===== src/rtl/branch_pc_unit.sv =====
// branch_pc_unit
//   RV64 branch-resolution and PC-update unit. Accepts one instruction plus
//   its two register operands, evaluates the B-type condition and commits
//   either pc+4 or pc+imm to the architectural PC under a valid/ready
//   handshake. A stall input holds the commit. Counts committed branches
//   and taken branches with saturating counters.
//
// Ports
//   clk           clock, rising edge
//   rst           asynchronous reset, active-low
//   in_valid      instruction/operands valid
//   in_ready      unit can accept (idle)
//   inst          32-bit instruction word
//   rs1_data      value of register inst[19:15]
//   rs2_data      value of register inst[24:20]
//   stall         hold commit while high
//   pc            architectural PC
//   done          one-cycle pulse after a commit edge
//   taken         with done: branch taken
//   illegal       with done: reserved funct3 on branch opcode
//   misaligned    with done: taken target has bit 1 set (PC held)
//   branch_count  committed branch-opcode instructions (saturating)
//   taken_count   committed taken branches (saturating)
module branch_pc_unit #(
  parameter int              XLEN     = 64,
  parameter int              PC_W     = 16,
  parameter logic [PC_W-1:0] RESET_PC = '0,
  parameter int              CNT_W    = 16
) (
  input  logic             clk,
  input  logic             rst,
  input  logic             in_valid,
  output logic             in_ready,
  input  logic [31:0]      inst,
  input  logic [XLEN-1:0]  rs1_data,
  input  logic [XLEN-1:0]  rs2_data,
  input  logic             stall,
  output logic [PC_W-1:0]  pc,
  output logic             done,
  output logic             taken,
  output logic             illegal,
  output logic             misaligned,
  output logic [CNT_W-1:0] branch_count,
  output logic [CNT_W-1:0] taken_count
);

  typedef enum logic {IDLE, EXEC} state_t;

  localparam logic [6:0] OP_BRANCH = 7'b1100011;

  state_t            state, state_next;
  logic [31:0]       inst_q;
  logic [XLEN-1:0]   rs1_q, rs2_q;

  logic              accept, commit;
  logic              is_branch, bad_funct3, cond, taken_c, misaligned_c;
  logic [2:0]        funct3;
  logic [12:0]       imm13;
  logic [PC_W-1:0]   imm_ext, target, pc_plus4, pc_next;

  // FSM next-state and handshake.
  // NOTE: every signal driven here gets a default first, so no path can
  // leave it unassigned and infer a latch.
  always_comb begin
    state_next = state;
    in_ready   = 1'b0;
    unique case (state)
      IDLE: begin
        in_ready = 1'b1;
        if (in_valid) state_next = EXEC;
      end
      EXEC: begin
        if (!stall) state_next = IDLE;
      end
      default: state_next = IDLE;
    endcase
  end

  assign accept = (state == IDLE) && in_valid;
  assign commit = (state == EXEC) && !stall;

  // Decode of the latched instruction.
  assign is_branch  = (inst_q[6:0] == OP_BRANCH);
  assign funct3     = inst_q[14:12];
  assign bad_funct3 = (funct3 == 3'b010) || (funct3 == 3'b011);
  assign imm13      = {inst_q[31], inst_q[7], inst_q[30:25], inst_q[11:8], 1'b0};
  assign imm_ext    = PC_W'($signed(imm13));
  assign target     = pc + imm_ext;
  assign pc_plus4   = pc + PC_W'(4);

  always_comb begin
    cond = 1'b0;
    unique case (funct3)
      3'b000:  cond = (rs1_q == rs2_q);
      3'b001:  cond = (rs1_q != rs2_q);
      3'b100:  cond = ($signed(rs1_q) <  $signed(rs2_q));
      3'b101:  cond = ($signed(rs1_q) >= $signed(rs2_q));
      3'b110:  cond = (rs1_q <  rs2_q);
      3'b111:  cond = (rs1_q >= rs2_q);
      default: cond = 1'b0;
    endcase
  end

  assign taken_c      = is_branch && !bad_funct3 && cond;
  // A taken branch to a half-word target is reported and the PC is held.
  assign misaligned_c = taken_c && target[1];
  assign pc_next      = !taken_c ? pc_plus4 : (misaligned_c ? pc : target);

  // NOTE: state registers use non-blocking assignments so every flop samples
  // the pre-edge values regardless of statement order.
  always_ff @(posedge clk or negedge rst) begin
    if (!rst) begin
      state        <= IDLE;
      pc           <= RESET_PC;
      done         <= 1'b0;
      taken        <= 1'b0;
      illegal      <= 1'b0;
      misaligned   <= 1'b0;
      branch_count <= '0;
      taken_count  <= '0;
    end else begin
      state      <= state_next;
      done       <= commit;
      taken      <= commit && taken_c;
      illegal    <= commit && is_branch && bad_funct3;
      misaligned <= commit && misaligned_c;
      if (commit) begin
        pc <= pc_next;
        if (is_branch && !(&branch_count)) branch_count <= branch_count + 1'b1;
        if (taken_c && !(&taken_count))    taken_count  <= taken_count + 1'b1;
      end
    end
  end

  // NOTE: the operand latch is deliberately left without reset; it is only
  // read in EXEC, which can only be entered through a load of these flops.
  always_ff @(posedge clk) begin
    if (accept) begin
      inst_q <= inst;
      rs1_q  <= rs1_data;
      rs2_q  <= rs2_data;
    end
  end

endmodule

===== config.mk =====
export PLATFORM = sky130hd
export DESIGN_NAME = branch_pc_unit
export DESIGN_NICKNAME = d
export VERILOG_FILES = /design/src/rtl/branch_pc_unit.sv
export SDC_FILE = /design/constraint.sdc
export NUM_CORES = 1
export LEC_CHECK = 0
export CORE_MARGIN = 10
export CORE_UTILIZATION = 50
export DETAILED_ROUTE_END_ITERATION = 7
export DONT_BUFFER_PORTS = 1
export PLACE_DENSITY_LB_ADDON = 0.15
export SLEW_MARGIN = 25
export SYNTH_ARGS = -nofsm -noshare
export SYNTH_HDL_FRONTEND = slang
export SYNTH_SLANG_ARGS = --single-unit

===== constraint.sdc =====
create_clock -name clk -period 23.9 [get_ports clk]
set_input_delay 3.585 -clock clk [delete_from_list [all_inputs] [get_ports clk]]
set_output_delay 3.585 -clock clk [all_outputs]
set_load 0.02 [all_outputs]

==> reports/results.txt, run 1 <==
In the final layout, the multi-input gates occupy 3323 um2. Prior to clock tree synthesis, the placed netlist has a worst setup slack of 18.11 ns. Dividing the detail-routed via count by the number of cells gives 5.646. The synthesized design contains 202 register bits. The endpoint kind of the worst setup timing path was a flop.

Arithmetic-cell share of the synthesized area counting full adders, half adders and majority gates: 10.93%. The worst clock skew was 0.01880 ns. Area of the mapped netlist: 9452 um2. The post-route antenna net violation count is 0, and the proportion of synthesized area in mux cells is 0.9002%. The die height is 157.5 um, and the number of buffers on the longest clock path is 3. The synthesized netlist devotes 3.707% of its cell area to XOR and XNOR gates. The power density relative to cell area was 86.60 nW/um2; the via count of the first global-routing pass was 5750.

The number of I/O port buffers came out at 0. Headroom to the max-slew limit came out at 46.89%. Of all cell types, the one taking the most synthesized area is sky130_fd_sc_hd__edfxtp_1. The run gives 0 as the count of synthesis-stage warnings from yosys. The tools report the post-synth net total as 975.

After Yosys synthesis, and, or, nand and nor cells account for 11.17% of the synthesized area. The utilization of the core after routing was 56.54%; the post-synthesis instance total was 729. The worst setup path is launched from an input pin.

Setup repair after global routing left no endpoint under its margin. Area overhead of the layout relative to synthesis: 11.53%. Among all flip-flop cells after synthesis, the most frequent one is sky130_fd_sc_hd__edfxtp_1. The tools report the static power due to leakage as 0.004302 uW. The die span in x is 157.5 um, and the number of hold violations in the final report is 0. After synthesis, the largest family of logic cells by area is simple AND/OR/NAND/NOR gates. The count of TritonRoute iterations in the first routing pass is 4. Buffers inserted during clock tree synthesis total 22. Accumulated negative setup slack: 0 ns. The run gives 313 as the detailed router's first-iteration violation count. After layout, the minimum clock period comes to 5.262 ns. Of all nets on the critical path, the largest fanout is 10.

The clock drives 202 sinks. The final cell count without fillers is 1004. The tools report the final-report max-slew violation count as 0.

The fraction of registers with async set/reset was 25.74%. Initial cell density of the core: 50.70%. The vias after detailed routing came out at 5669. Number of standard-cell rows in the floorplan: 50. The kind of path behind the tightest hold check was reg2reg. The slowest stage of the critical path is the sky130_fd_sc_hd__a311oi_1 cell.

The library cell used most frequently in the layout, excluding fill and tap cells, is sky130_fd_sc_hd__edfxtp_1. At the worst endpoint, the arrival time is 5.63 ns. Entering global routing, the biggest net connects 93 pins. The share of Yosys cell area claimed by the top area cell type works out to 47.66%.

Yosys attributes the largest share of cell area to sky130_fd_sc_hd__edfxtp_1 (48%), sky130_fd_sc_hd__dfrtp_1 (14%), sky130_fd_sc_hd__ha_1 (11%). Setup slack closes at 18.64 ns. The core area is 18640 um2, and the required time at the endpoint of the critical path is 24.27 ns. Counting the fill cells in the layout gives 1510. Final cycle utilization of the critical path: 22.02%. The sequential element share of the synthesized area is 61.42%. The initial antenna violation count was 13. The overall power of the completed layout is 912.9 uW. Detailed-placement wirelength estimate: 14930 um.

In this run, distinct cell masters in the synthesized netlist total 72. Counting flops with a built-in enable in the synthesized netlist gives 150. The share of layout cells above drive strength 1 works out to 7.461%. The logs give 0 for the post-CTS repair timing setup buffer count and 5806 um2 for the sequential cell area. For this run, the total global-route usage over all layers was measured as 15.74%.

Derived from the worst setup path, the maximum achievable clock frequency is 0.1900 GHz. The run gives 0.51 ns as the later-pin clock latency in the skew report. TritonCTS built the clock tree. The transition time at the pin with the least slew margin works out to 0.7967 ns. In the layout the commonest cells are sky130_fd_sc_hd__edfxtp_1 (150), sky130_fd_sc_hd__ha_1 (81), sky130_fd_sc_hd__inv_1 (77), sky130_fd_sc_hd__dfrtp_1 (52), sky130_fd_sc_hd__a21oi_1 (50).

After clock tree synthesis, the clock-pin slew on the worst setup and hold paths is 0.06 ns. Cell chosen for the clock root: sky130_fd_sc_hd__clkbuf_16. For this run the aggregate overflow at the end of global routing stands at 0. The maximum cell stage delay along the critical path came out at 0.79 ns. The floorplan step defined a die boundary enclosing 24800 um2. Once the clock tree was built, the resizer swapped 0 gates to a different size. The final layout net count is 994. Count of endpoints failing setup in the final report: 0. In this run, placement finished with an instance count of 958. The first global-routing pass estimated 30720 um of wire. The I/O pin count came out at 217. IR analysis of the VDD net gives a maximum drop of 0.06098 mV. The routed design has 19850 um of wire. Routability-driven placement finished with a final weighted congestion of 0.8219. The critical path goes through nand2b_1 -> a311oi_1 -> nand4_1 -> nor2_1 -> nand2_1 -> xnor2_1. After detailed routing, the average wire length per cell comes to 19.77 um.

For this design, the CTS-stage hold fixing added 0 buffers. The flow ran to the end, and the final reports show no timing, DRC or antenna violations. After detailed routing, the number of remaining DRC violations is 0. Each instance of the synthesized netlist takes up on average 12.97 um2.

Critical path start-end classification: in2reg. The depth of the CTS H-tree was 1; the compound-cell area share of the yosys netlist was 8.327%. The max-cap check violation count was 0.
-- state kept, by name, summed over array words and instances, names as in the netlist --
register,flops
pc,15
taken_count,16
misaligned,1
rs2_q,64
branch_count,16
illegal,1
state,1
taken,1
inst_q,22
done,1
rs1_q,64
-- cells by family after synthesis --
family,count (synthesis)
AOI/OAI and AO/OA,122
xor gates and xnor gates,40
adders and majority gates,82
buffers and inverters,84
DFF,202
muxes,7
other,1
and+or+nand+nor,191
-- metal layers --
metal	vias to the layer above	track usage [%]	share of wire [%]	wire [um]
met1	2689	16.96	37	7321
met5	-	0	0.34	67
met3	41	7.778	11	2252
met4	12	4.096	2.2	427
met2	184	26.97	49	9779
li1	2743	-	-	-
-- stage by stage --
step | hold slack [ns] | instance area, um2
floorplan | 0.4956 | 9452
detailed placement | 0.5809 | 9726
finish | 0.5878 | 10540
CTS | 0.5957 | 10520
global route | 0.6280 | 10530
global placement | 0.5627 | 9726
-- cell usage after synthesis, drive strengths merged (8+ instances only) --
library cell,number
nor3,13
xnor2,32
dfrtp,52
xor2,8
nand3,27
and3,11
ha,81
nand4,27
inv,77
a21oi,50
edfxtp,150
o21ai,20
nand2,39
nor2,30
nor2b,8
-- final cells by class --
cell class	count	area share, %
clock inverters	11	1.294
inverters	77	2.742
flip-flops and latches	202	55.07
repair buffers	2	0.1780
clock buffers	29	6.267
multi-input cells	443	31.53
well taps	234	2.777
diodes	6	0.1424
-- path summary, 6_finish.rpt --
kind                           start          endpoint  slack [ns]  cells past startpoint
setup / recovery               stall  branch_count[11]       18.64                      6
hold / removal             inst_q[3]           illegal        0.59                      2
setup reg to reg           rs1_q[39]    taken_count[5]       19.53                     10
hold reg to reg            inst_q[3]           illegal        0.59                      2
max in group asynchronous        rst            pc[12]       21.01                      0
min in group asynchronous        rst    taken_count[4]        2.78                      0
-- worst max-delay path: cells and delay by family --
kind | cells | cell delay, ns
AOI/OAI and AO/OA | 1 | 0.79
xor gates and xnor gates | 1 | 0.14
and+or+nand+nor | 4 | 1.12
-- power breakdown --
group | leakage (uW) | switching (uW) | internal, uW | total (uW)
clock network | 0.000397 | 134 | 227 | 362
registers | 0.00212 | 27.0 | 408 | 435
logic | 0.00178 | 67.1 | 49.2 | 116
Note: power is estimated with default switching activity, not from simulation.
==> run 2, diff against run 1 <==
==> constraint.sdc (replaced) <==
create_clock -name clk -period 5.5 [get_ports clk]
set_input_delay 0.825 -clock clk [delete_from_list [all_inputs] [get_ports clk]]
set_output_delay 0.825 -clock clk [all_outputs]
set_load 0.02 [all_outputs]
==> reports/results.txt, run 2 (same netlist as run 1, synthesis figures left out) <==
The flow ran to the end, and the final reports show no timing, DRC or antenna violations. In this run the remaining antenna-violating nets after routing total 0. The total global-route track usage was 15.43%. Largest delay contributor family on the critical path: simple AND/OR/NAND/NOR gates.

STA classifies the critical path endpoint as a flop. Leading cell type in the layout, fill and taps excluded: sky130_fd_sc_hd__edfxtp_1. The maximum cell stage delay along the critical path works out to 0.57 ns. Combinational logic burns 13.4% of the power. Cell chosen for the clock root: sky130_fd_sc_hd__clkbuf_16.

The relative max-transition margin was 46.88%; the final cycle utilization of the critical path was 77.36%. The total net switching power is 964.7 uW. For this run, global-route usage on met2 was measured as 26.35%. The worst setup path is of the reg2reg kind. Post-CTS timing repair inserted 0 buffers for setup. The required time at the endpoint of the critical path came out at 5.86 ns. Static timing analysis puts the maximum clock frequency at 0.2350 GHz.

Of the cells placed in the final design, the portion with a size suffix greater than 1 is 6.892%. In this run, post-CTS repair resized a total of 0 instances. The analysis attributes to cell leakage a power of 0.004272 uW. At the pin with the least slew margin, the transition time is 0.7914 ns. The clock period could shrink to 4.255 ns.

The maximum fanout along the worst path was 11. Global routing consumed, on the met1 layer, 16.73% of the routing resources. The worst setup slack before clock tree synthesis was 1.221 ns. The final layout contains routed wiring with a total length of 19750 um. The congestion estimate from routability-driven global placement came to 0.8147. Setup violations remaining at the end of the flow were counted as 0. After clock tree synthesis, the clock-pin slew on the worst setup and hold paths is 0.06 ns.

For this run, design rule violations remaining after detail routing come to 0. The run gives 0 as the remaining global-route overflow. In the layout the commonest cells are sky130_fd_sc_hd__edfxtp_1 (150), sky130_fd_sc_hd__ha_1 (81), sky130_fd_sc_hd__inv_1 (77), sky130_fd_sc_hd__dfrtp_1 (52), sky130_fd_sc_hd__a21oi_1 (50). The run gives 50 as the number of standard-cell rows in the floorplan. The first global-routing pass estimated 30020 um of wire.

The final-report max-slew violation count came out at 0. The largest net degree at the start of global routing is 57, and the sequential share of power is 49.8%. The logs give 0 ns for the accumulated negative setup slack and 5705 for the via count of the first global-routing pass.

The internal portion of the total power is 2826 uW. The final layout net count came out at 999. Dividing the detail-routed wire length by the instance count gives 19.52 um. At the later pin of the worst-skew pair, clock insertion delay measures 0.50 ns. The number of clock sinks is 202, and the number of CTS-inserted buffers is 22. The I/O pin count is 217.

The slowest library cell on the worst path is sky130_fd_sc_hd__or4_1. The run gives 1 as the depth of the CTS H-tree. The maximum resistive drop on vdd was 0.2711 mV; the final cell count without fillers was 1012.

The number of hold violations in the final report was 0; the number of buffers inserted by hold repair at cts was 0. The final route contains 5635 vias. The number of buffers and inverters on the critical path is 1. The number of vias per cell after detailed routing was 5.568.

The power density relative to cell area was 361.4 nW/um2; the max-cap check violation count was 0. Setup slack on the critical path of the routed design comes to 1.245 ns. The first TritonRoute pass finished after 5 iterations. The die height was 157.5 um; the data arrival time at the worst-slack endpoint was 4.62 ns. The longest clock path from root to sink contains 3 buffers. TritonCTS built the clock tree. The core area is 18640 um2, and the area overhead of the layout relative to synthesis is 10.97%. For the initial antenna violation count, the log shows 13. The largest registers in the layout are rs1_q x64, rs2_q x64, inst_q x22.

The initial cell density of the core came out at 50.70%. The switching power as a share of total power was 25.45%; the detailed-placement wirelength estimate was 15020 um. STA classifies the critical path startpoint as a flop. The detailed router finished its first iteration with 200 violations.

Setup repair after global routing left no endpoint under its margin. The kind of path behind the tightest hold check was in2async. The critical path goes through inv_1 -> ha_1 -> nand4_1 -> nor4_2 -> and4_1 -> mux2_2 -> or4_1 -> nor4_4 -> and3_1 -> or3b_1 -> xnor2_1. For the instance count after placement with tap cells included, the log shows 959. The clock network is responsible for 36.8% of the overall power. Global routing consumed, on the met3 layer, 7.151% of the routing resources. Input and output buffers added on the ports amount to 0. Worst clock skew: 0.01302 ns. After global routing, the most crowded layer is met2. The floorplan step defined a die boundary enclosing 24800 um2.

The die span in x was 157.5 um.
[run 2: final cells by class]
| type | count | area [um2] |
|---|---|---|
| timing repair buffer | 7 | 62.56 |
| inverter | 77 | 289.0 |
| sequential | 202 | 5806 |
| multi-input combinational | 443 | 3323 |
| clock inverter | 9 | 67.56 |
| clock buffer | 31 | 625.6 |
| fill | 1542 | 8154 |
| tap | 234 | 292.8 |
| antenna | 9 | 22.52 |
[run 2: worst paths after layout]
check | from | slack [ns] | endpoint | cells after the start
setup / recovery | rs2_q[39] | 1.25 | taken_count[5] | 11
hold / removal | rst | 0.03 | pc[13] | 0
setup reg to reg | rs2_q[39] | 1.25 | taken_count[5] | 11
hold reg to reg | state | 0.59 | state | 1
max in group asynchronous | rst | 4.28 | taken_count[2] | 1
min in group clk | rs2_data[51] | 0.42 | rs2_q[51] | 0
[run 2: per-stage QoR]
step | total power, uW | cell area [um2] | hold WS (ns) | utilization (%)
2_1_floorplan | 2307 | 9454 | 0.5069 | -
3_3_place_gp | 2407 | 9733 | 0.5311 | 52.21
3_5_place_dp | 2427 | 9733 | 0.5310 | 52.21
4_1_cts | 3836 | 10430 | 0.001250 | 55.93
5_1_grt | 3993 | 10480 | -0.000007938 | 56.22
6_report | 3791 | 10490 | 0.02691 | 56.26
[run 2: per-layer routing]
| layer | share of wire (%) | up-vias |
|---|---|---|
| li1 | - | 2755 |
| met5 | 0.23 | - |
| met3 | 10 | 30 |
| met4 | 2.4 | 6 |
| met1 | 37 | 2648 |
| met2 | 49 | 196 |
[run 2: power by group through the flow]
stage / sequential [uW] / combinational [uW] / clock (uW)
after floorplan: 1900 / 406 / 0
after global placement: 1920 / 489 / 0
after detailed placement: 1920 / 504 / 0
after CTS: 1890 / 508 / 1440
after global routing: 1900 / 583 / 1510
final: 1890 / 507 / 1390
==> run 3, diff against run 2 <==
==> constraint.sdc (replaced) <==
create_clock -name clk -period 4 [get_ports clk]
set_input_delay 0.6 -clock clk [delete_from_list [all_inputs] [get_ports clk]]
set_output_delay 0.6 -clock clk [all_outputs]
set_load 0.02 [all_outputs]
==> reports/results.txt, run 3 (same netlist as run 1, synthesis figures left out) <==
For the multi-input logic area, the log shows 3413 um2. The cell family contributing the most delay on the critical path is simple AND/OR/NAND/NOR gates. Number of buffers and inverters on the critical path: 1. Clock-pin slew was measured on the worst setup and hold paths at 0.06 ns. For the pin with the worst max-slew slack, the measured transition is 0.7316 ns.

The final cell count without fillers was 1022. Cells with a size suffix above 1 make up 10.20% of the layout. The run finished with clean final reports. The detailed router's first-iteration violation count came out at 235.

Global routing finished with a remaining overflow of 0. Later-pin clock latency in the skew report: 0.50 ns. At the end of routability-driven placement, the weighted congestion stood at 0.8412.

The tools report the beginning of the worst register-to-register path as rs1_q[35]. The number of hold violations in the final report was 0. Entering global routing, the biggest net connects 53 pins. The first global-routing pass estimated 30500 um of wire. The run gives 0.004392 uW as the static power due to leakage.

The count of TritonRoute iterations in the first routing pass came out at 5. The die height works out to 157.5 um. The logic depth of the worst register-to-register path is 12, and the hold slack is 0.1940 ns. Across the run, the number of max-cap violations was 0. For the worst setup path, the data arrival time is 4.30 ns. The largest registers in the layout are rs1_q x64, rs2_q x64, inst_q x22. At the end of the flow, the number of nets in the layout was 1014.

The clock network is responsible for 38.7% of the overall power. The maximum fanout along the worst path is 6, and the maximum resistive drop on vdd is 0.4129 mV. The number of vias per cell after detailed routing was 5.657; the internal power contribution was 4084 uW. At the worst endpoint, the required time is 4.42 ns. TritonCTS built the clock tree.

The clock period could shrink to 3.879 ns. The worst hold path was traced through 0 stages. For the core area, the log shows 18640 um2. The register-to-register path setup slack is 0.12 ns, and the post-detailed-routing wire length is 20600 um.

CTS placed an instance of sky130_fd_sc_hd__clkbuf_16 at the clock tree root. Detailed placement ended at an HPWL of 15410 um. The run gives 8 as the initial antenna violation count.

The total net switching power came out at 1379 uW. The logs give 970 for the instance count after placement with tap cells included and 13.6% for the fraction of power consumed by combinational cells. The initial cell density of the core is 50.70%. Cells fill 57.68% of the core in the end. Endpoint kind of the worst setup timing path: a flop. The startpoint type of the worst setup path is a flop. In this run the worst hold path is classified as in2reg.

Based on the critical path, the design can be clocked at up to 0.2578 GHz. Clock tree synthesis found a total of 202 sinks. Area overhead of the layout relative to synthesis: 13.77%.

The maximum cell stage delay along the critical path works out to 0.59 ns. Across the whole layout, storage elements account for 5806 um2. Global routing consumed, over all layers together, 15.61% of the routing resources.

Input and output buffers added on the ports amount to 0. The signal on the critical path passes through ha_4 -> nand4_1 -> nor4_4 -> and4_4 -> mux2_4 -> a311o_1 -> a211o_1 -> or4_4 -> nor3_4 -> buf_6 -> a311oi_2 -> a21oi_1. The run gives 0 as the final-report max-slew violation count.

Setup violations remaining at the end of the flow were counted as 0. In the final routed layout, each cell accounts on average for 20.16 um. The worst hold path terminates at rs2_q[55].

For this run, design rule violations remaining after detail routing come to 0. The clock arrives with 0.008440 ns of skew. The die covers 24800 um2.

The library cell used most frequently in the layout, excluding fill and tap cells, is sky130_fd_sc_hd__edfxtp_1. The die span in x is 157.5 um. The routed layout has 5781 vias. The I/O pin count is 217.

Fill cells in the final layout number 1515. In this run the remaining antenna-violating nets after routing total 0. In this run the critical register-to-register path is captured at pc[6]. Relative max-transition margin: 50.90%. The startpoint of the lowest-slack hold path is rs2_data[55]. For the depth of the CTS H-tree, the log shows 1. The slowest library cell on the worst path is sky130_fd_sc_hd__or4_4. Setup repair after global routing could not meet its margin everywhere.

For the number of buffers on the longest clock path, the log shows 3. Of the available clock period, the critical path in the final layout requires 96.96%. In the layout the commonest cells are sky130_fd_sc_hd__edfxtp_1 (150), sky130_fd_sc_hd__ha_1 (80), sky130_fd_sc_hd__inv_1 (77), sky130_fd_sc_hd__dfrtp_1 (52), sky130_fd_sc_hd__a21oi_1 (50). The via count of the first global-routing pass was 5758; the switching power as a share of total power was 25.24%. Tracing the worst setup path back leads to its startpoint at rs1_q[35]. Row generation in the floorplan step produced 50 rows. Clock tree synthesis inserted a total of 22 buffers.

The power density relative to cell area works out to 508.1 nW/um2. The critical path start-end classification is reg2reg. The sequential share of power is 47.7%.
[run 3: cell types whose count changed in the layout (fill, tap and decap cells not counted), moves of 2 or more]
cell / before / now
sky130_fd_sc_hd__or4_4: 1 / 3
sky130_fd_sc_hd__buf_6: 0 / 2
sky130_fd_sc_hd__buf_4: 3 / 16
sky130_fd_sc_hd__a311oi_2: 0 / 2
sky130_fd_sc_hd__a311oi_1: 3 / 1
sky130_fd_sc_hd__nor4_1: 3 / 1
sky130_fd_sc_hd__clkbuf_1: 6 / 8
sky130_fd_sc_hd__dlygate4sd3_1: 4 / 1
sky130_fd_sc_hd__diode_2: 9 / 4
sky130_fd_sc_hd__bufinv_16: 1 / 4
sky130_fd_sc_hd__clkinv_2: 6 / 2
[run 3: how the worst max path moves through the flow]
stage               cells after the start              end  slack [ns]
floorplan                              12  taken_count[12]        0.44
global placement                       12            pc[6]        0.03
detailed placement                     12            pc[6]       -0.05
CTS                                    12           pc[12]        0.06
global route                           12            pc[6]       -0.05
finish                                 12            pc[6]        0.12
[run 3: layout make-up]
| type | count | share of cell area (%) |
|---|---|---|
| Sequential cell | 202 | 53.99 |
| Antenna cell | 4 | 0.09309 |
| Tap cell | 234 | 2.723 |
| Timing Repair Buffer | 20 | 1.676 |
| Clock inverter | 8 | 1.327 |
| Multi-Input combinational cell | 445 | 31.74 |
| Inverter | 77 | 2.688 |
| Clock buffer | 32 | 5.760 |
[run 3: power by group through the flow]
| stage | Combinational (uW) | Sequential [uW] | Clock [uW] |
|---|---|---|---|
| detailed placement | 713 | 2650 | 0 |
| finish | 745 | 2600 | 2110 |
| floorplan | 559 | 2610 | 0 |
| global placement | 686 | 2640 | 0 |
| global route | 838 | 2620 | 2250 |
| CTS | 735 | 2600 | 2170 |
[run 3: timing repair]
item,in CTS,in global routing
gates resized for setup,3,14
setup endpoints to repair,5,12
hold endpoints to repair,52,0
gates cloned,0,2
buffers inserted,2,2
pin swaps,3,9
hold buffers,2,0
[run 3: stage by stage]
step                      instance area, um2  TNS [ns]  setup WS, ns  power, uW
after floorplan                         9459         0        0.4367       3165
after global placement                  9816         0       0.03379       3323
after detailed placement                9816   -0.1446      -0.05031       3360
after CTS                              10650         0       0.05826       5510
after global routing                   10750   -0.1904      -0.04770       5708
final                                  10750         0        0.1215       5463
[run 3: routing by layer]
| metal | routed length (um) | global-route usage, % |
|---|---|---|
| met2 | 10180 | 27.22 |
| met4 | 386 | 3.829 |
| met1 | 7619 | 16.49 |
| met5 | 53 | 0 |
| met3 | 2364 | 7.751 |
